===== config.mk =====
export PLATFORM = sky130hd
export DESIGN_NAME = gmii_tx_framer_flat
export DESIGN_NICKNAME = d
export VERILOG_FILES = /design/src/rtl/gmii_tx_framer_if.sv /design/src/rtl/gmii_tx_framer.sv /design/src/flat_wrapper.sv
export SDC_FILE = /design/constraint.sdc
export NUM_CORES = 1
export LEC_CHECK = 0
export ABC_CLOCK_PERIOD_IN_PS = 6000
export BUFFER_PORTS_ARGS = -buffer_cell sky130_fd_sc_hd__buf_2
export CAP_MARGIN = 40
export CELL_PAD_IN_SITES_DETAIL_PLACEMENT = 1
export CELL_PAD_IN_SITES_GLOBAL_PLACEMENT = 1
export CORE_ASPECT_RATIO = 0.5
export CORE_MARGIN = 1
export CORE_UTILIZATION = 51
export DETAILED_ROUTE_END_ITERATION = 6
export MAX_ROUTING_LAYER = met4
export PLACE_DENSITY = 0.88
export SKIP_LAST_GASP = 1
export SLEW_MARGIN = 20
export SYNTH_ARGS = -nofsm -noshare
export SYNTH_HDL_FRONTEND = slang
export SYNTH_SLANG_ARGS = --single-unit

===== constraint.sdc =====
create_clock -name gmii_tx_clk -period 6 [get_ports gmii_tx_clk]
set_clock_uncertainty 0.2 [all_clocks]
set_input_delay 1.5 -clock gmii_tx_clk [delete_from_list [all_inputs] [get_ports gmii_tx_clk]]
set_output_delay 1.5 -clock gmii_tx_clk [all_outputs]
set_load 0.02 [all_outputs]

===== src/rtl/gmii_tx_framer_if.sv =====
// Byte-wide valid/ready/last stream that carries frame bytes (DA through payload)
// from the MAC client into the GMII transmit framer.
interface gmii_tx_framer_if;
  logic [7:0] s_data;
  logic       s_valid;
  logic       s_last;
  logic       s_ready;

  modport master (output s_data, output s_valid, output s_last, input s_ready);
  modport slave  (input s_data, input s_valid, input s_last, output s_ready);
endinterface


===== src/rtl/gmii_tx_framer.sv =====
// GMII transmit framer: wraps client bytes with preamble/SFD, zero-pads short frames,
// appends the CRC-32 FCS and enforces the inter-packet gap, aborting on underrun/over-length.
module gmii_tx_framer #(
  parameter int PREAMBLE_LEN = 7,
  parameter int MIN_FRAME    = 60,
  parameter int MAX_FRAME    = 1514,
  parameter int IPG_CYCLES   = 12
) (
  input  logic            gmii_tx_clk,
  input  logic            rst_n,
  gmii_tx_framer_if.slave s,
  output logic            gmii_tx_en,
  output logic            gmii_tx_er,
  output logic [7:0]      gmii_txd,
  output logic            busy,
  output logic            frame_done,
  output logic            frame_err
);

  // The byte counter must hold count+1 of the largest limit without wrapping.
  localparam int LIMIT  = (MAX_FRAME > MIN_FRAME) ? MAX_FRAME : MIN_FRAME;
  localparam int CNT_W  = $clog2(LIMIT + 2);
  localparam int PH_A   = (PREAMBLE_LEN > IPG_CYCLES) ? PREAMBLE_LEN : IPG_CYCLES;
  localparam int PH_MAX = (PH_A > 4) ? PH_A : 4;
  localparam int PH_W   = $clog2(PH_MAX + 1);

  localparam logic [CNT_W-1:0] MIN_CNT  = CNT_W'(MIN_FRAME);
  localparam logic [CNT_W-1:0] MAX_CNT  = CNT_W'(MAX_FRAME);
  localparam logic [PH_W-1:0]  PRE_LAST = PH_W'(PREAMBLE_LEN - 1);
  localparam logic [PH_W-1:0]  IPG_LAST = PH_W'(IPG_CYCLES - 1);
  localparam logic [PH_W-1:0]  FCS_LAST = PH_W'(3);

  typedef enum logic [3:0] {
    IDLE,
    PREAMBLE,
    SFD,
    PAYLOAD,
    PAD,
    FCS,
    ABORT,
    DISCARD,
    IPG
  } state_t;

  state_t           state;
  state_t           state_d;
  logic [PH_W-1:0]  phase;
  logic [CNT_W-1:0] byte_cnt;
  logic [CNT_W-1:0] cnt_inc;
  logic [31:0]      crc;
  logic [31:0]      crc_next;
  logic             last_seen;
  logic             at_max;
  logic             ready;
  logic             take;
  logic             en_d;
  logic             er_d;
  logic [7:0]       txd_d;
  logic [7:0]       fcs_byte;
  logic             done_d;
  logic             err_d;

  // Reflected CRC-32 (poly 0x04C11DB7 -> 0xEDB88320), one byte per clock.
  function automatic logic [31:0] crc32_byte(input logic [31:0] crc_in, input logic [7:0] data);
    logic [31:0] c;
    c = crc_in ^ {24'h0, data};
    for (int i = 0; i < 8; i++) begin
      c = c[0] ? ((c >> 1) ^ 32'hEDB88320) : (c >> 1);
    end
    return c;
  endfunction

  assign cnt_inc   = byte_cnt + CNT_W'(1);
  assign at_max    = (byte_cnt == MAX_CNT);
  assign crc_next  = crc32_byte(crc, txd_d);
  assign busy      = (state != IDLE);
  assign s.s_ready = ready;

  always_comb begin
    case (phase[1:0])
      2'd0:    fcs_byte = ~crc[7:0];
      2'd1:    fcs_byte = ~crc[15:8];
      2'd2:    fcs_byte = ~crc[23:16];
      default: fcs_byte = ~crc[31:24];
    endcase
  end

  always_comb begin
    state_d = state;
    en_d    = 1'b0;
    er_d    = 1'b0;
    txd_d   = 8'h00;
    ready   = 1'b0;
    take    = 1'b0;
    done_d  = 1'b0;
    err_d   = 1'b0;
    unique case (state)
      IDLE: begin
        if (s.s_valid) state_d = PREAMBLE;
      end
      PREAMBLE: begin
        en_d  = 1'b1;
        txd_d = 8'h55;
        if (phase == PRE_LAST) state_d = SFD;
      end
      SFD: begin
        en_d    = 1'b1;
        txd_d   = 8'hD5;
        state_d = PAYLOAD;
      end
      PAYLOAD: begin
        // A missing byte or a byte past the length limit both end the frame with tx_er.
        ready = !at_max;
        en_d  = 1'b1;
        if (ready && s.s_valid) begin
          take  = 1'b1;
          txd_d = s.s_data;
          if (s.s_last) state_d = (cnt_inc < MIN_CNT) ? PAD : FCS;
        end else begin
          er_d    = 1'b1;
          state_d = ABORT;
        end
      end
      PAD: begin
        en_d = 1'b1;
        take = 1'b1;
        if (cnt_inc >= MIN_CNT) state_d = FCS;
      end
      FCS: begin
        en_d  = 1'b1;
        txd_d = fcs_byte;
        if (phase == FCS_LAST) begin
          state_d = IPG;
          done_d  = 1'b1;
        end
      end
      ABORT: begin
        if (last_seen) begin
          state_d = IPG;
          err_d   = 1'b1;
        end else begin
          state_d = DISCARD;
        end
      end
      DISCARD: begin
        ready = 1'b1;
        if (s.s_valid && s.s_last) begin
          state_d = IPG;
          err_d   = 1'b1;
        end
      end
      IPG: begin
        if (phase == IPG_LAST) state_d = IDLE;
      end
      default: state_d = IDLE;
    endcase
  end

  // Phase restarts on every state change and only runs in the timed states.
  always_ff @(posedge gmii_tx_clk or negedge rst_n) begin
    if (!rst_n) begin
      state <= IDLE;
      phase <= '0;
    end else begin
      state <= state_d;
      if (state_d != state)
        phase <= '0;
      else if (state == PREAMBLE || state == FCS || state == IPG)
        phase <= phase + PH_W'(1);
    end
  end

  always_ff @(posedge gmii_tx_clk or negedge rst_n) begin
    if (!rst_n) begin
      byte_cnt  <= '0;
      crc       <= 32'hFFFFFFFF;
      last_seen <= 1'b0;
    end else if (state == SFD) begin
      byte_cnt  <= '0;
      crc       <= 32'hFFFFFFFF;
      last_seen <= 1'b0;
    end else if (take) begin
      byte_cnt <= cnt_inc;
      crc      <= crc_next;
      if (state == PAYLOAD && s.s_last) last_seen <= 1'b1;
    end
  end

  always_ff @(posedge gmii_tx_clk or negedge rst_n) begin
    if (!rst_n) begin
      gmii_tx_en <= 1'b0;
      gmii_tx_er <= 1'b0;
      gmii_txd   <= 8'h00;
      frame_done <= 1'b0;
      frame_err  <= 1'b0;
    end else begin
      gmii_tx_en <= en_d;
      gmii_tx_er <= er_d;
      gmii_txd   <= txd_d;
      frame_done <= done_d;
      frame_err  <= err_d;
    end
  end

endmodule

===== src/flat_wrapper.sv =====
// flat-port wrapper written by rule: the top's interface ports become plain ports
module gmii_tx_framer_flat 
#(
  parameter int PREAMBLE_LEN = 7,
  parameter int MIN_FRAME    = 60,
  parameter int MAX_FRAME    = 1514,
  parameter int IPG_CYCLES   = 12
)
  (gmii_tx_clk, rst_n, gmii_tx_en, gmii_tx_er, gmii_txd, busy, frame_done, frame_err, s_s_data, s_s_valid, s_s_last, s_s_ready);
  gmii_tx_framer_if s_i ();
  input  logic gmii_tx_clk;
  input  logic rst_n;
  output logic gmii_tx_en;
  output logic gmii_tx_er;
  output logic [7:0] gmii_txd;
  output logic busy;
  output logic frame_done;
  output logic frame_err;
  input wire logic [$bits(s_i.s_data)-1:0] s_s_data;
  input wire logic [$bits(s_i.s_valid)-1:0] s_s_valid;
  input wire logic [$bits(s_i.s_last)-1:0] s_s_last;
  output wire logic [$bits(s_i.s_ready)-1:0] s_s_ready;
  assign s_i.s_data = s_s_data;
  assign s_i.s_valid = s_s_valid;
  assign s_i.s_last = s_s_last;
  assign s_s_ready = s_i.s_ready;
  gmii_tx_framer #(.PREAMBLE_LEN(PREAMBLE_LEN), .MIN_FRAME(MIN_FRAME), .MAX_FRAME(MAX_FRAME), .IPG_CYCLES(IPG_CYCLES)) u_core (.gmii_tx_clk(gmii_tx_clk), .rst_n(rst_n), .s(s_i), .gmii_tx_en(gmii_tx_en), .gmii_tx_er(gmii_tx_er), .gmii_txd(gmii_txd), .busy(busy), .frame_done(frame_done), .frame_err(frame_err));
endmodule

### Yosys cells after proc, flatten, opt, wreduce, memory -nomap -nowiden

Index checks and enable logic that the tools add are counted.

| cells by class | value |
|---|---|
| mux-type cells | 42 |
| equality and inequality tests | 15 |
| add/sub/neg operators | 2 |
| reductions and logical operators | 14 |
| bitwise operators | 13 |
| magnitude comparators | 2 |

Operator list:

| operator | count |
|---|---|
| $mux W32 | 10 |
| $not A13 Y14 | 8 |
| $mux W4 | 11 |
| $pmux W4 S9 | 1 |
| $not A8 Y8 | 4 |
| $pmux W8 S4 | 1 |
| $xor A32 B8 Y32 | 1 |
| $pmux W8 S3 | 1 |
| $mux W11 | 2 |
| $eq A4 B3 Y1 const B | 5 |
| $eq A4 B2 Y1 const B | 3 |
| $mux W1 | 12 |
| $add A11 B1 Y11 const B | 1 |
| $eq A11 B11 Y1 const B | 1 |
| $ge A11 B6 Y1 const B | 1 |
| $lt A11 B6 Y1 const B | 1 |
| $eq A4 B4 Y1 const B | 2 |
| $mux W8 | 1 |
| $pmux W1 S2 | 3 |
| $reduce_bool A2 Y1 | 3 |
| $reduce_or A5 Y1 | 1 |
| $add A4 B1 Y4 const B | 1 |
| $eq A4 B1 Y1 const B | 1 |
| $logic_not A4 Y1 | 1 |
| 9 further kinds | 12 |

| word-level totals | value |
|---|---|
| output and inout bits | 14 |
| input port bits | 12 |
| register bits | 64 |

### Longest topological paths before layout

| depth | value |
|---|---|
| depth after elaboration | 24 |
| gate-level depth with buffers | 11 |
| mapped depth without buffers | 11 |

### Worst setup path before layout

No wires, ideal clock.

| timing path | value |
|---|---|
| path type | input port to flip-flop |
| start point | in s_s_valid |
| end point | reg u_core.crc[19] |
| buffers on the path | 0 |
| setup slack | 2.306 ns |
| library setup time | 0.084 ns |
| arrival | 3.410 ns |
| cell stages on the path | 8 |
| path through | o41ai_4 > nor2_4 > a221oi_4 > xnor3_2 > xnor3_2 > xor2_2 > nor3_1 > nor3b_2 |

| on the way | value |
|---|---|
| cells in the longest elaborated chain, start to end | 19 |
| elaborated cells between the ends (all ways) | 24 |

RTL lines:

| what | line | text |
|---|---|---|
| start: declaration | flat_wrapper.sv:20 | `input wire logic [$bits(s_i.s_valid)-1:0] s_s_valid;` |
| $logic_and A1 B1 Y1 * | gmii_tx_framer.sv:115 | `if (ready && s.s_valid) begin` |
| $mux W8 | gmii_tx_framer.sv:115 |  |
| $pmux W8 S4 | gmii_tx_framer.sv:97 | `unique case (state)` |
| $xor A32 B8 Y32 | gmii_tx_framer.sv:66 | `c = crc_in ^ {24'h0, data};` |
| $mux W32 (2 in a row) | gmii_tx_framer.sv:68 | `c = c[0] ? ((c >> 1) ^ 32'hEDB88320) : (c >> 1);` |
| $not A13 Y14 (no source line) | n/a |  |
| $mux W32 | gmii_tx_framer.sv:68 |  |
| $not A13 Y14 (no source line) | n/a |  |
| $mux W32 (2 in a row) | gmii_tx_framer.sv:68 |  |
| $not A13 Y14 (no source line) | n/a |  |
| $mux W32 | gmii_tx_framer.sv:68 |  |
| $not A13 Y14 (no source line) | n/a |  |
| $mux W32 | gmii_tx_framer.sv:68 |  |
| $not A13 Y14 (no source line) | n/a |  |
| $mux W32 | gmii_tx_framer.sv:68 |  |
| $mux W32 | gmii_tx_framer.sv:182 | `end else if (take) begin` |
| $mux W32 | gmii_tx_framer.sv:178 | `end else if (state == SFD) begin` |
| end signal: assignment | gmii_tx_framer.sv:184 | `crc <= crc_next;` |
| end: declaration | gmii_tx_framer.sv:50 | `logic [31:0] crc;` |

Every way passes the cells marked *; elsewhere a longest branch is shown, timed or not. The select of a mux whose other input is x is not followed.
A chain may end at the register's enable or synchronous reset.

### Worst setup path after layout

| timing path | value |
|---|---|
| start point | reg u_core.phase[0] |
| end point | reg u_core.crc[19] |

| on the way | value |
|---|---|
| elaborated cells between the ends (all ways) | 23 |

RTL lines:

| what | line | text |
|---|---|---|
| start: declaration | gmii_tx_framer.sv:47 | `logic [PH_W-1:0] phase;` |
| start signal: assignment | gmii_tx_framer.sv:169 | `phase <= phase + PH_W'(1);` |
| $eq A2 B2 Y1 (tied with other cells) | gmii_tx_framer.sv:80 | `case (phase[1:0])` |
| $pmux W8 S3 * | gmii_tx_framer.sv:80 |  |
| $pmux W8 S4 * | gmii_tx_framer.sv:97 |  |
| net u_core.txd_d[3] | gmii_tx_framer.sv:58 | `logic [7:0] txd_d;` |
| $xor A32 B8 Y32 * | gmii_tx_framer.sv:66 |  |
| $mux W32 * (5 in a row) | gmii_tx_framer.sv:68 |  |
| $not A13 Y14 (no source line) | n/a |  |
| $mux W32 * | gmii_tx_framer.sv:68 |  |
| $not A13 Y14 (no source line) | n/a |  |
| $mux W32 * | gmii_tx_framer.sv:68 |  |
| $not A13 Y14 (no source line) | n/a |  |
| $mux W32 * | gmii_tx_framer.sv:68 |  |
| $mux W32 * | gmii_tx_framer.sv:182 |  |
| $mux W32 * | gmii_tx_framer.sv:178 |  |

The timed path passes the listed nets; every way through them passes the cells marked *. The select of a mux whose other input is x is not followed.

==> results.md <==
STA:
- Measured against its own limit, the worst slew margin works out to 45.38%.
- Setup repair after global routing left no endpoint under its margin.
- At the pin with the least slew margin, the transition time is 819.3 ps.
- The routed design could run at a clock period as short as 4187 ps.
- Of the available clock period, the critical path in the final layout requires 69.78%.
- Setup slack closes at 1813 ps.
- The final number of setup-violating endpoints is 0.
- The highest clock rate is 0.2388 GHz.
- The number of hold violations in the final report is 0.
- After routing, the total negative slack on setup checks comes to 0 ps.
- The total count of max-transition violations in the final report is 0.

Floorplan:
- In this run the count of I/O pins placed on the die edge is 26.
- The die extent in y is 65.82 µm.
- The die boundary width is 129.6 µm.
- In this run the core area contains 22 standard-cell rows.
- The floorplan step defined a die boundary enclosing 8532 µm².
- For this configuration, the core starts out at a cell density of 54.68%.
- The floorplan core area is 7597 µm².

Clocking:
- The maximum buffer depth of the clock tree is 2.
- The post-cts resize count is 0.
- For the worst-skew pair, the clock arrives at the later sink with an insertion delay of 350 ps.
- The buffer type at the clock tree root is sky130_fd_sc_hd__clkbuf_16.
- The clock slew at the register clock pins of the worst setup and hold paths is 70 ps.
- The TritonCTS sink count is 64.
- TritonCTS built the clock tree.
- CTS built an H-tree with a depth of 3.
- The number of buffers inserted by post-CTS setup repair is 0.
- Buffers inserted during clock tree synthesis total 9.
- The hold buffer count at CTS is 0.

Final layout:
- In the final layout, the share of cells above drive strength 1 is 21.91%.
- The number of fill cells is 866.
- The most common cell after layout, fill and taps aside is sky130_fd_sc_hd__xnor2_1.
- The area of combinational cells with multiple inputs is 2364 µm².
- At the end of the flow, the number of nets in the layout was 474.
- After routing the design area is 4745 µm².
- The area growth from synthesis to layout is 14.22%.
- The top cell types in the final layout, fill and taps aside, are sky130_fd_sc_hd__xnor2_1, sky130_fd_sc_hd__a21oi_1, sky130_fd_sc_hd__o21ai_0, sky130_fd_sc_hd__dfrtp_1, sky130_fd_sc_hd__dfstp_2.
- The sequential cells in the finished layout cover a total of 1642 µm².
- The final cell count without fillers is 570.

Setup path:
- The largest fanout on the critical path is 8.
- The worst setup path is launched from a flip-flop.
- For flop-to-flop paths, the worst setup slack is 1810 ps.
- Data arrives at the worst endpoint at 4250 ps.
- For the worst setup path, the data required time is 6060 ps.
- The element type at the critical path end is a flip-flop.
- In this run the number of cells on the critical path is 11.
- In this design, the stage delay of the slowest critical-path cell is 680 ps.
- Grouping stages by cell kind, the critical path spends the most delay in XOR/XNOR gates.
- The cell with the biggest individual delay on the critical path is sky130_fd_sc_hd__xor2_1.
- The worst reg2reg path depth is 11.
- The critical path class is reg -> reg.
- The cell repeated most along the worst path is sky130_fd_sc_hd__xor2_1.
- Walking the worst path, the cells encountered are inv_1 > ha_1 > nor2b_1 > o41ai_1 > o22ai_1 > xor2_1 > xnor3_1 > xnor2_1 > xor2_1 > nand3_1 > nor3b_2.
- The number of buffers and inverters on the critical path is 1.

Detailed routing:
- The final wirelength is 13,760 µm.
- In the routed layout, each cell is associated on average with a via count of 6.367.
- The antenna violation net count after detailed routing is 0.
- The average routed wire per standard cell is 24.14 µm.
- The detailed-routing iteration count for the pre-antenna-repair pass is 5.
- The residual DRC count is 0.
- The detailed router's first-iteration violation count is 343.
- The routed layout has 3,629 vias.

Logic synthesis:
- The average instance in the mapped netlist occupies 9.484 µm².
- The synthesized design contains 0 enable-type register cells.
- Summing the areas of all compound-gate instances in the mapped netlist gives 18.40% of the synthesized area.
- The mapped netlist covers 4154 µm².
- For this run, the register share of the synthesized area comes to 39.52%.
- The combinational family with the most area after synthesis is compound AO/OA/AOI/OAI gates.
- The top cell type by area accounts for 20.24% of the synthesized area.
- The cell type with the highest aggregate area in the netlist is sky130_fd_sc_hd__dfstp_2.
- Synthesis produced a netlist with a net count of 456.
- In this run, synthesis produced a sequential element count of 64.
- In the synthesized netlist, the number of instances is 438.
- For this run, the number of Yosys warnings is 0.
- The primary flip-flop cell chosen by synthesis mapping is sky130_fd_sc_hd__dfstp_2.
- The area fraction in and, or, nand and nor cells after synthesis is 17.80%.
- The proportion of synthesized flip-flops having asynchronous set or reset is 100.0%.
- The fraction of synthesized cell area in xor and xnor cells is 18.37%.
- The number of distinct library cells after synthesis is 66.
- The multiplexer share of the synthesized area is 0.2410%.
- By area the synthesized netlist is led by sky130_fd_sc_hd__dfstp_2, sky130_fd_sc_hd__dfrtp_1, sky130_fd_sc_hd__xnor2_1.
- The adder-cell share of the synthesized area is 1.807%.

Placement:
- After detailed placement, the total cell area comes to 4359 µm².
- Before CTS, the worst setup slack after placement is 1694 ps.
- The final estimated routing congestion in global placement is 0.9652.
- The placed wire-length estimate is 8713 µm.
- The port buffer count is 25.
- Counting tap cells, the placed design contains a total of 552 instances.

Job:
- The tool flagged a number of max-cap violations equal to 0.

Global routing:
- The number of global-route vias before repair was 3,840.
- The maximum number of pins on one net before global-route repair is 65.
- The initial antenna violation count is 1.
- The leftover overflow at the end of global routing is 0.
- In the global route stage, overall resource usage came out at 36.73%.
- The first global-routing pass estimated 21,970 µm of wire.

Hold path:
- The path category of the worst min-delay check is reg -> reg.
- The number of cells on the worst hold path is 2.

Outcome:
- The run finished with clean final reports.
logic make-up (layout without fill, tap and decap cells):
| logic type | after synthesis | count (layout) |
|---|---|---|
| and+or+nand+nor | 139 | 139 |
| other | 0 | 1 |
| DFF | 64 | 64 |
| buffers and inverters | 39 | 62 |
| AOI/OAI and AO/OA | 114 | 114 |
| xor gates and xnor gates | 75 | 75 |
| adders and majority gates | 6 | 6 |
| muxes | 1 | 1 |
tightest hold or removal path: stages, from the launching register on:
cell,delay [ps]
sky130_fd_sc_hd__dfstp_2,400
sky130_fd_sc_hd__a21oi_1,110
sky130_fd_sc_hd__o21ai_0,80
registers in the layout (all words and copies together) (netlist names), 4 cells and up:
register         cells
u_core.gmii_txd      8
u_core.crc          32
u_core.phase         4
u_core.state         4
u_core.byte_cnt     11
Yosys cell counts (3+ instances only):
| master | count |
|---|---|
| sky130_fd_sc_hd__inv_1 | 16 |
| sky130_fd_sc_hd__xor2_1 | 14 |
| sky130_fd_sc_hd__o22ai_1 | 4 |
| sky130_fd_sc_hd__nor2_1 | 28 |
| sky130_fd_sc_hd__nand2_1 | 28 |
| sky130_fd_sc_hd__a21oi_1 | 38 |
| sky130_fd_sc_hd__o21ai_0 | 35 |
| sky130_fd_sc_hd__ha_1 | 6 |
| sky130_fd_sc_hd__nand3b_1 | 3 |
| sky130_fd_sc_hd__nor2b_1 | 14 |
| sky130_fd_sc_hd__nand3_1 | 8 |
| sky130_fd_sc_hd__o41ai_1 | 3 |
| sky130_fd_sc_hd__nand2b_1 | 3 |
| sky130_fd_sc_hd__clkbuf_1 | 18 |
| sky130_fd_sc_hd__buf_4 | 3 |
| sky130_fd_sc_hd__and2_1 | 3 |
| sky130_fd_sc_hd__xnor2_1 | 52 |
| sky130_fd_sc_hd__nor3_1 | 26 |
| sky130_fd_sc_hd__a31oi_1 | 4 |
| sky130_fd_sc_hd__dfrtp_1 | 32 |
| sky130_fd_sc_hd__dfstp_2 | 32 |
| sky130_fd_sc_hd__nand4_1 | 8 |
| sky130_fd_sc_hd__and3_1 | 4 |
cell type report:
cell class                 instances  share of cell area (%)
tap                              108                   2.848
clock inverter                     5                   2.162
antenna                            1                 0.05274
sequential                        64                   34.60
multi-input combinational        335                   49.82
clock buffer                      11                   5.327
timing repair buffer              30                   3.929
inverter                          16                   1.266
stage by stage:
stage          hold WS (ps)  utilization, %
4_1_cts               382.0           62.06
2_1_floorplan         312.2               -
3_3_place_gp          350.5           57.23
3_5_place_dp          367.5           57.38
6_report              391.3           62.45
5_1_grt               414.3           62.45
final timing paths:
| path | startpoint | to |
|---|---|---|
| setup / recovery | u_core.phase[0]$_DFFE_PN0P_ | u_core.crc[19]$_DFFE_PN1P_ |
| hold / removal | u_core.crc[27]$_DFFE_PN1P_ | u_core.crc[27]$_DFFE_PN1P_ |
| hold reg to reg | u_core.crc[27]$_DFFE_PN1P_ | u_core.crc[27]$_DFFE_PN1P_ |
| max in group asynchronous | rst_n | u_core.crc[19]$_DFFE_PN1P_ |
| min in group asynchronous | rst_n | u_core.byte_cnt[5]$_DFFE_PN0P_ |
| setup reg to reg | u_core.phase[0]$_DFFE_PN0P_ | u_core.crc[19]$_DFFE_PN1P_ |
routing by layer:
layer / share of wire, % / vias up / global-route usage, % / routed length [µm]
met1: 43 / 1830 / 44.77 / 5856
met3: 7.2 / 55 / 9.709 / 991
li1: - / 1571 / - / -
met5: 0 / - / - / 0
met2: 47 / 173 / 57.89 / 6450
met4: 3.4 / 0 / 16.86 / 464
Power is not shown: default switching activity piles up to over one toggle a cycle in this logic, so the estimate is an artifact.
